File: config.mk
export PLATFORM = sky130hd
export DESIGN_NAME = part_init_bridge
export DESIGN_NICKNAME = d
export VERILOG_FILES = /design/src/rtl/part_init_bridge.sv
export SDC_FILE = /design/constraint.sdc
export NUM_CORES = 1
export LEC_CHECK = 0
export BUFFER_PORTS_ARGS = -buffer_cell sky130_fd_sc_hd__buf_2
export CAP_MARGIN = 20
export CORE_AREA = 2 2 88 90
export DETAILED_ROUTE_END_ITERATION = 8
export DIE_AREA = 0 0 90 92
export PLACE_DENSITY = 0.85
export RECOVER_POWER = 25
export SLEW_MARGIN = 25
export SYNTH_ARGS = -nofsm -noshare
export SYNTH_HDL_FRONTEND = slang
export SYNTH_SLANG_ARGS = --single-unit
File: constraint.sdc
create_clock -name clk_i -period 5.3 [get_ports clk_i]
set_input_delay 1.06 -clock clk_i [delete_from_list [all_inputs] [get_ports clk_i]]
set_output_delay 1.06 -clock clk_i [all_outputs]
set_load 0.1 [all_outputs]
File: src/rtl/part_init_bridge.sv
// Initiator-side partition bridge: snapshots mission-clock edges into tagged
// outbound vectors, then freezes that mission clock until the target replies.
module part_init_bridge #(
   parameter int N_CH     = 4,
   parameter int DATA_W   = 9,
   parameter int WDOG_MAX = 10000,
   parameter int CH_W     = $clog2(N_CH)
) (
   input  logic                     clk_i,
   input  logic                     rst_ni,
   input  logic [N_CH-1:0]          clk_h_i,
   input  logic                     put_en_i,
   input  logic                     get_en_i,
   input  logic [N_CH*DATA_W-1:0]   sut_data_i,
   output logic                     tx_valid_o,
   input  logic                     tx_ready_i,
   output logic [CH_W-1:0]          tx_ch_o,
   output logic [DATA_W-1:0]        tx_data_o,
   input  logic                     rx_valid_i,
   input  logic [CH_W-1:0]          rx_ch_i,
   input  logic [DATA_W-1:0]        rx_data_i,
   output logic                     rx_ready_o,
   output logic [N_CH-1:0]          freeze_clk_o,
   output logic [N_CH-1:0]          rcv_valid_o,
   output logic [N_CH*DATA_W-1:0]   rcv_data_o,
   output logic [N_CH-1:0]          ovf_o,
   output logic                     wdog_err_o
);
   localparam int CNT_W = $clog2(WDOG_MAX) + 1;

   typedef enum logic [1:0] {IDLE, SEND, WAIT, ERR} state_t;

   state_t                state;
   state_t                state_nxt;
   logic [N_CH-1:0]       clk_h_q;
   logic [N_CH-1:0]       edges;
   logic [N_CH-1:0]       pending;
   logic [N_CH-1:0]       ovf;
   logic [N_CH-1:0]       sel_onehot;
   logic [N_CH-1:0]       cur_onehot;
   logic [N_CH-1:0]       rcv_valid;
   logic [N_CH*DATA_W-1:0] rcv_data;
   logic [CH_W-1:0]       sel_ch;
   logic [CH_W-1:0]       cur_ch;
   logic [DATA_W-1:0]     snap;
   logic [CNT_W-1:0]      cnt;
   logic                  sel_any;
   logic                  take;
   logic                  accept;
   logic                  wdog_hit;
   logic                  wdog_err;

   assign edges      = clk_h_i & ~clk_h_q;
   assign sel_onehot = N_CH'(1) << sel_ch;
   assign cur_onehot = N_CH'(1) << cur_ch;

   // Lowest-index pending channel wins arbitration
   always_comb begin
      sel_any = 1'b0;
      sel_ch  = '0;
      for (int unsigned i = 0; i < N_CH; i++) begin
         if (pending[i] && !sel_any) begin
            sel_any = 1'b1;
            sel_ch  = CH_W'(i);
         end
      end
   end

   always_ff @(posedge clk_i or negedge rst_ni) begin
      if (!rst_ni) state <= IDLE;
      else         state <= state_nxt;
   end

   always_comb begin
      state_nxt    = state;
      take         = 1'b0;
      accept       = 1'b0;
      wdog_hit     = 1'b0;
      tx_valid_o   = 1'b0;
      rx_ready_o   = 1'b0;
      freeze_clk_o = '0;
      case (state)
         IDLE: begin
            if (sel_any) begin
               take = 1'b1;
               if (put_en_i)      state_nxt = SEND;
               else if (get_en_i) state_nxt = WAIT;
            end
         end
         SEND: begin
            tx_valid_o = 1'b1;
            if (tx_ready_i) state_nxt = get_en_i ? WAIT : IDLE;
         end
         WAIT: begin
            freeze_clk_o = cur_onehot;
            rx_ready_o   = (rx_ch_i == cur_ch);
            accept       = rx_valid_i & rx_ready_o;
            if (accept) begin
               state_nxt = IDLE;
            end else if (cnt == CNT_W'(WDOG_MAX - 1)) begin
               wdog_hit  = 1'b1;
               state_nxt = ERR;
            end
         end
         ERR: begin
            freeze_clk_o = cur_onehot;
         end
         default: state_nxt = IDLE;
      endcase
   end

   always_ff @(posedge clk_i or negedge rst_ni) begin
      if (!rst_ni) begin
         clk_h_q   <= '0;
         pending   <= '0;
         ovf       <= '0;
         cur_ch    <= '0;
         snap      <= '0;
         cnt       <= '0;
         rcv_valid <= '0;
         rcv_data  <= '0;
         wdog_err  <= 1'b0;
      end else begin
         clk_h_q   <= clk_h_i;
         // A new edge re-arms the bit even if it is being taken this cycle
         pending   <= (pending & ~(take ? sel_onehot : '0)) | edges;
         ovf       <= ovf | (edges & pending);
         if (take) begin
            cur_ch <= sel_ch;
            snap   <= sut_data_i[int'(sel_ch)*DATA_W +: DATA_W];
         end
         rcv_valid <= accept ? cur_onehot : '0;
         if (accept) rcv_data[int'(cur_ch)*DATA_W +: DATA_W] <= rx_data_i;
         cnt       <= (state == WAIT && !accept) ? cnt + 1'b1 : '0;
         if (wdog_hit) wdog_err <= 1'b1;
      end
   end

   assign tx_ch_o     = (state == SEND) ? cur_ch : '0;
   assign tx_data_o   = (state == SEND) ? snap : '0;
   assign rcv_valid_o = rcv_valid;
   assign rcv_data_o  = rcv_data;
   assign ovf_o       = ovf;
   assign wdog_err_o  = wdog_err;
endmodule
# Word level (Yosys, flattened, before mapping)
# Index checks and enable logic that the tools add are counted.
dict set report totals {
  regBits 81
  out_inout_bits 62
  word_cells 78
}
dict set report classes {
  addsub 2
  n_mul 2
  eq_ne 9
  shifts 5
  n_mux 30
  bitwise_logic 8
  reduce_logical 12
}
# operator count
set ops {}
lappend ops {{36-bit bitwise mux} 1}
lappend ops {{9-bit by 33-bit variable shift with 36-bit output, first input constant} 1}
lappend ops {{36-bit by 7-bit variable part select with 9-bit output} 1}
lappend ops {{9-bit by 33-bit variable part select with 36-bit output} 1}
lappend ops {{6-bit negator with 33-bit output} 1}
lappend ops {{2-bit two-way mux} 10}
lappend ops {{15-bit by 1-bit adder with 15-bit output, second input constant} 1}
lappend ops {{15-bit by 14-bit equality test with 1-bit output, second input constant} 1}
lappend ops {{15-bit two-way mux} 1}
lappend ops {{1-bit two-way mux} 13}
lappend ops {{4-bit bitwise AND} 3}
lappend ops {{2-bit by 4-bit multiplier with 6-bit output, second input constant} 2}
lappend ops {{4-bit two-way mux} 3}
lappend ops {{9-bit two-way mux} 1}
lappend ops {{4-bit inverter} 2}
lappend ops {{4-bit bitwise OR} 2}
lappend ops {{1-bit by 2-bit left shift with 4-bit output, first input constant} 2}
lappend ops {{3-bit != test, second input constant} 2}
lappend ops {{2-bit case mux with 3 select lines} 1}
lappend ops {{5-bit AND reduction} 1}
lappend ops {{2-bit equality test, second input constant} 2}
lappend ops {{1-bit logical AND} 4}
lappend ops {{1-bit logical NOT} 4}
lappend ops {{2-bit != test, second input constant} 2}
lappend ops {{other kinds (6)} 6}

# Depth between registers and ports, before layout
dict set report logic_depth {
  depth_word 16
  mapped_depth 8
  ltp_nobuf 6
}

# Worst setup path before layout
# OpenSTA, ideal clock, no wires.
dict set report synth_timing {
  path_type {input port to output port}
  from {input rx_ch_i[0]}
  to {output rx_ready_o}
  arrival_ns 3.486
  required_ns 4.240
  setup_slack_ns 0.754
  path_stages 2
  path_buffers 0
  path_cell_list {xor2_2 nor3b_1}
}
dict set report synth_via {
  elab_chain_len 2
}
# element line_no
set synth_rtl {}
lappend synth_rtl {{start, declared} 20} ;# input logic [CH_W-1:0] rx_ch_i,
lappend synth_rtl {{2-bit equality test} 96} ;# rx_ready_o = (rx_ch_i == cur_ch);
lappend synth_rtl {{1-bit two-way mux} 82} ;# case (state)
lappend synth_rtl {{end, declared} 22} ;# output logic rx_ready_o,
# Every way passes these cells.

# Worst setup path after layout
# Ends and elaborated chain as after synthesis.

==> results.md <==
* Status: finished, final reports clean
* Total CTS buffers at 9
* Synth unique cells at 46
* N_diodes at 0
* Syn avg cell area at 11.3 um^2
* Worst setup EP type: output pin
* Async SR Flop Fraction at 1.00
* Avg WL per Cell at 16.4 um
* Slew headroom at 0.392
* Min Clock Period, post-route at 3340 ps
* Layout Nets at 539
* Final TNS setup at 0 ps
* Met3 WL at 499 um
* WL final at 9420 um
* Initial antenna violation count at 0
* Drt pass-1 iters at 4
* Slew @ Worst Pin at 910 ps
* Syn Std Cell Area at 4040 um^2
* Io pins at 119
* GRT Total Usage at 0.230
* Startpoint types: input pin
* Worst slack at placement at 1990 ps
* Antenna viol nets, final at 0
* Mapped Nets at 426
* DR vias at 3256
* Die area at 8280 um^2
* Worst hold-check path type: reg -> reg
* Hold WS at 465 ps
* Resize count post-CTS at 0
* CP max stage delay at 510 ps
* CP Cell Sequence: buf_2, xor2_2, nor3b_1, buf_2
* Fin cells at 576
* Cell family with most CP delay: buffers and inverters
* P_sw at 1.68 mW
* Crit-path slowest cell: buf_2
* CTS Buffer Depth at 2
* EDFF count, synth at 0
* Leakage Power at 2.64 nW
* Post-Syn Instances at 356
* Tot Pwr at 3.10 mW
* Bufs and invs on worst path at 2
* Final worst slack at 1960 ps
* Post-Synth Adder-Cell Area at 0.0403
* Final setup fails at 0
* Die Y-Extent at 92 um
* Dpl cells at 560
* Wire length of the first global-routing pass at 15300 um
* Largest fanout on the critical path at 3
* CTS Hold Bufs at 0
* Depth of the most critical reg-to-reg path at 5
* CP dominant cell by count: buf_2
* CTS Sinks at 81
* Reg2reg end: rcv_data_o[5]
* Vias in the first global route at 3156
* Row cnt at 32
* Initial detailed-routing violation count at 108
* Setup Skew at 9.38 ps
* Gate power share at 0.556
* RR Startpoint: cur_ch[0]
* Total gr overflow at 0
* Met1 Routed Length at 4050 um
* Final Util at 0.659
* CP arrival at 2280 ps
* Cell-internal power at 1.42 mW
* Area grow syn2layout at 21.4%
* Hold-critical path endpoint: pending[3]
* CTS root buffer: clkbuf_8
* Kind of critical path: in -> out
* Mux contribution to synthesized area at 0.0586
* Net Sw Frac at 0.541
* Post-Synth XOR/XNOR Area at 0.0319
* Top Metal Used: met4
* DR vias/cell at 5.65
* Placement Cell Area at 4680 um^2
* Max Cap Viol at 0
* Largest net degree at the start of global routing at 82
* H-tree depth at 3
* Hold path start: clk_h_q[3]
* Compound-Gate Fraction of Synth Area at 0.144
* Yosys reg bits at 81
* Initial core utilization at 0.542
* VDD IR max at 0.000338 V
* Largest family of logic cells by synthesized area: simple AND/OR/NAND/NOR gates
* Simple-Gate Fraction of Synth Area at 0.186
* Seq/Total Area, Yosys at 0.502
* Final Hold Vio Count at 0
* Ys Warns at 0
* Fin. max-slew vios at 0
* Postcts setup bufs at 0
* Crit share post-route at 0.630
* Clock share of power at 0.162
* CP required at 4240 ps
* DP HPWL at 6700 um
* Die width at 90 um
* Clock-pin slew on the worst setup and hold paths at 80 ps
* Most used DFF post-synth: dfrtp_1
* Setup repair after global routing missed its margin: no
* Core Region at 7450 um^2
* Fmax achieved at 0.300 GHz
* IO buf count at 118
* Clk Latency, worst-skew pair at 350 ps
* Layout cell share with drive strength beyond 1 at 0.352
* Min-Delay Path Depth at 1
* Flop2flop setup slack at 2730 ps
* DRC at 0
* PD cells at 633 nW/um^2
* Sequential Power Share at 0.282
* Final instance area at 4900 um^2
* CTS tree: built
* Routability-driven placement congestion ratio at 0.797
* DR WL met2 at 4660 um
## power groups by stage
stage	clock (mW)	sequential (mW)	combinational, mW
after floorplan	0	1.39	0.919
after global placement	0	0.874	1.69
after detailed placement	0	0.888	1.73
after CTS	0.510	0.877	1.73
after global routing	0.537	0.896	1.81
final	0.501	0.876	1.73
## cell usage in the layout, fill, tap and decap left out, types with 7 or more instances in the layout
cell type  synthesis  routed
a21bo_2           23      23
a21o_1             7       7
and2_1            15      15
and4_1             9       9
buf_2              3     113
clkbuf_8           0      10
dfrtp_1           81      81
ha_1              13      13
inv_1             15      15
mux2i_1           18      18
nand2_1           16      16
nand4_1           31      31
nor2_1            17      17
o21ai_0            9       9
o221ai_1           9       9
## final cells by class
type / count / area [um^2]
Inverter: 15 / 56.3
Fill cell: 624 / 2540
Timing Repair Buffer: 119 / 599
Tap cell: 102 / 128
Sequential cell: 81 / 2030
Clock buffer: 12 / 145
Clock inverter: 4 / 76.3
Multi-Input combinational cell: 243 / 1870
## registers in the layout, indices dropped and copies added, names as in the netlist
register and flops:
state 2, rcv_data_o 36, snap 9, pending 4
cnt 15, wdog_err_o 1, clk_h_q 4, rcv_valid_o 4
cur_ch 2, ovf_o 4
## how the worst max path moves through the flow
stage | startpoint | end | slack [ps] | cells past startpoint
after global routing | rx_ch_i[0] | rx_ready_o | 1960 | 4
after floorplan | rx_ch_i[0] | rx_ready_o | 750 | 2
after CTS | rx_ch_i[0] | rx_ready_o | 1990 | 4
final | rx_ch_i[0] | rx_ready_o | 1960 | 4
after global placement | rx_ch_i[0] | rx_ready_o | 1970 | 4
after detailed placement | rx_ch_i[0] | rx_ready_o | 1990 | 4
## logic make-up after synthesis
group	Yosys count
flops	81
buf+inv	32
xor+xnor	13
compound gates	69
mux	23
fa+ha+maj	13
simple gates	125
## cell usage after synthesis (2+ instances only)
| cell type | instances | area (um^2) |
|---|---|---|
| nand2_2 | 2 | 12.5 |
| nand2_4 | 2 | 22.5 |
| mux2_1 | 4 | 45.0 |
| a21bo_2 | 23 | 230 |
| nor2_1 | 17 | 63.8 |
| a21o_1 | 7 | 52.6 |
| o21bai_1 | 3 | 22.5 |
| a21oi_1 | 3 | 15.0 |
| buf_2 | 3 | 15.0 |
| nand3_1 | 5 | 25.0 |
| and4_1 | 9 | 78.8 |
| ha_1 | 13 | 163 |
| nand2_1 | 16 | 60.1 |
| and2_1 | 15 | 93.8 |
| nor3_1 | 3 | 15.0 |
| buf_6 | 2 | 22.5 |
| nor2b_1 | 6 | 37.5 |
| o21ai_0 | 9 | 45.0 |
| xor2_2 | 2 | 32.5 |
| or3_1 | 2 | 12.5 |
| o221ai_1 | 9 | 78.8 |
| dfrtp_1 | 81 | 2030 |
| xor2_1 | 6 | 52.6 |
| nor3b_1 | 4 | 30.0 |
| o211ai_1 | 2 | 15.0 |
| nor4_1 | 3 | 18.8 |
| inv_1 | 15 | 56.3 |
| mux2i_1 | 18 | 180 |
| a21bo_1 | 2 | 20.0 |
| nand4_1 | 31 | 194 |
| a22o_1 | 2 | 17.5 |
| xnor2_1 | 5 | 43.8 |
| a31o_2 | 4 | 35.0 |
| and3_1 | 5 | 31.3 |
| clkbuf_1 | 9 | 33.8 |
| nand2b_1 | 2 | 12.5 |
| buf_4 | 3 | 22.5 |
## metal layers
layer | vias up | track usage
met4 | 0 | 0.109
met5 | - | 0
met1 | 1604 | 0.305
met3 | 20 | 0.0460
li1 | 1519 | -
met2 | 113 | 0.367
(Power assumes the default switching activity.)
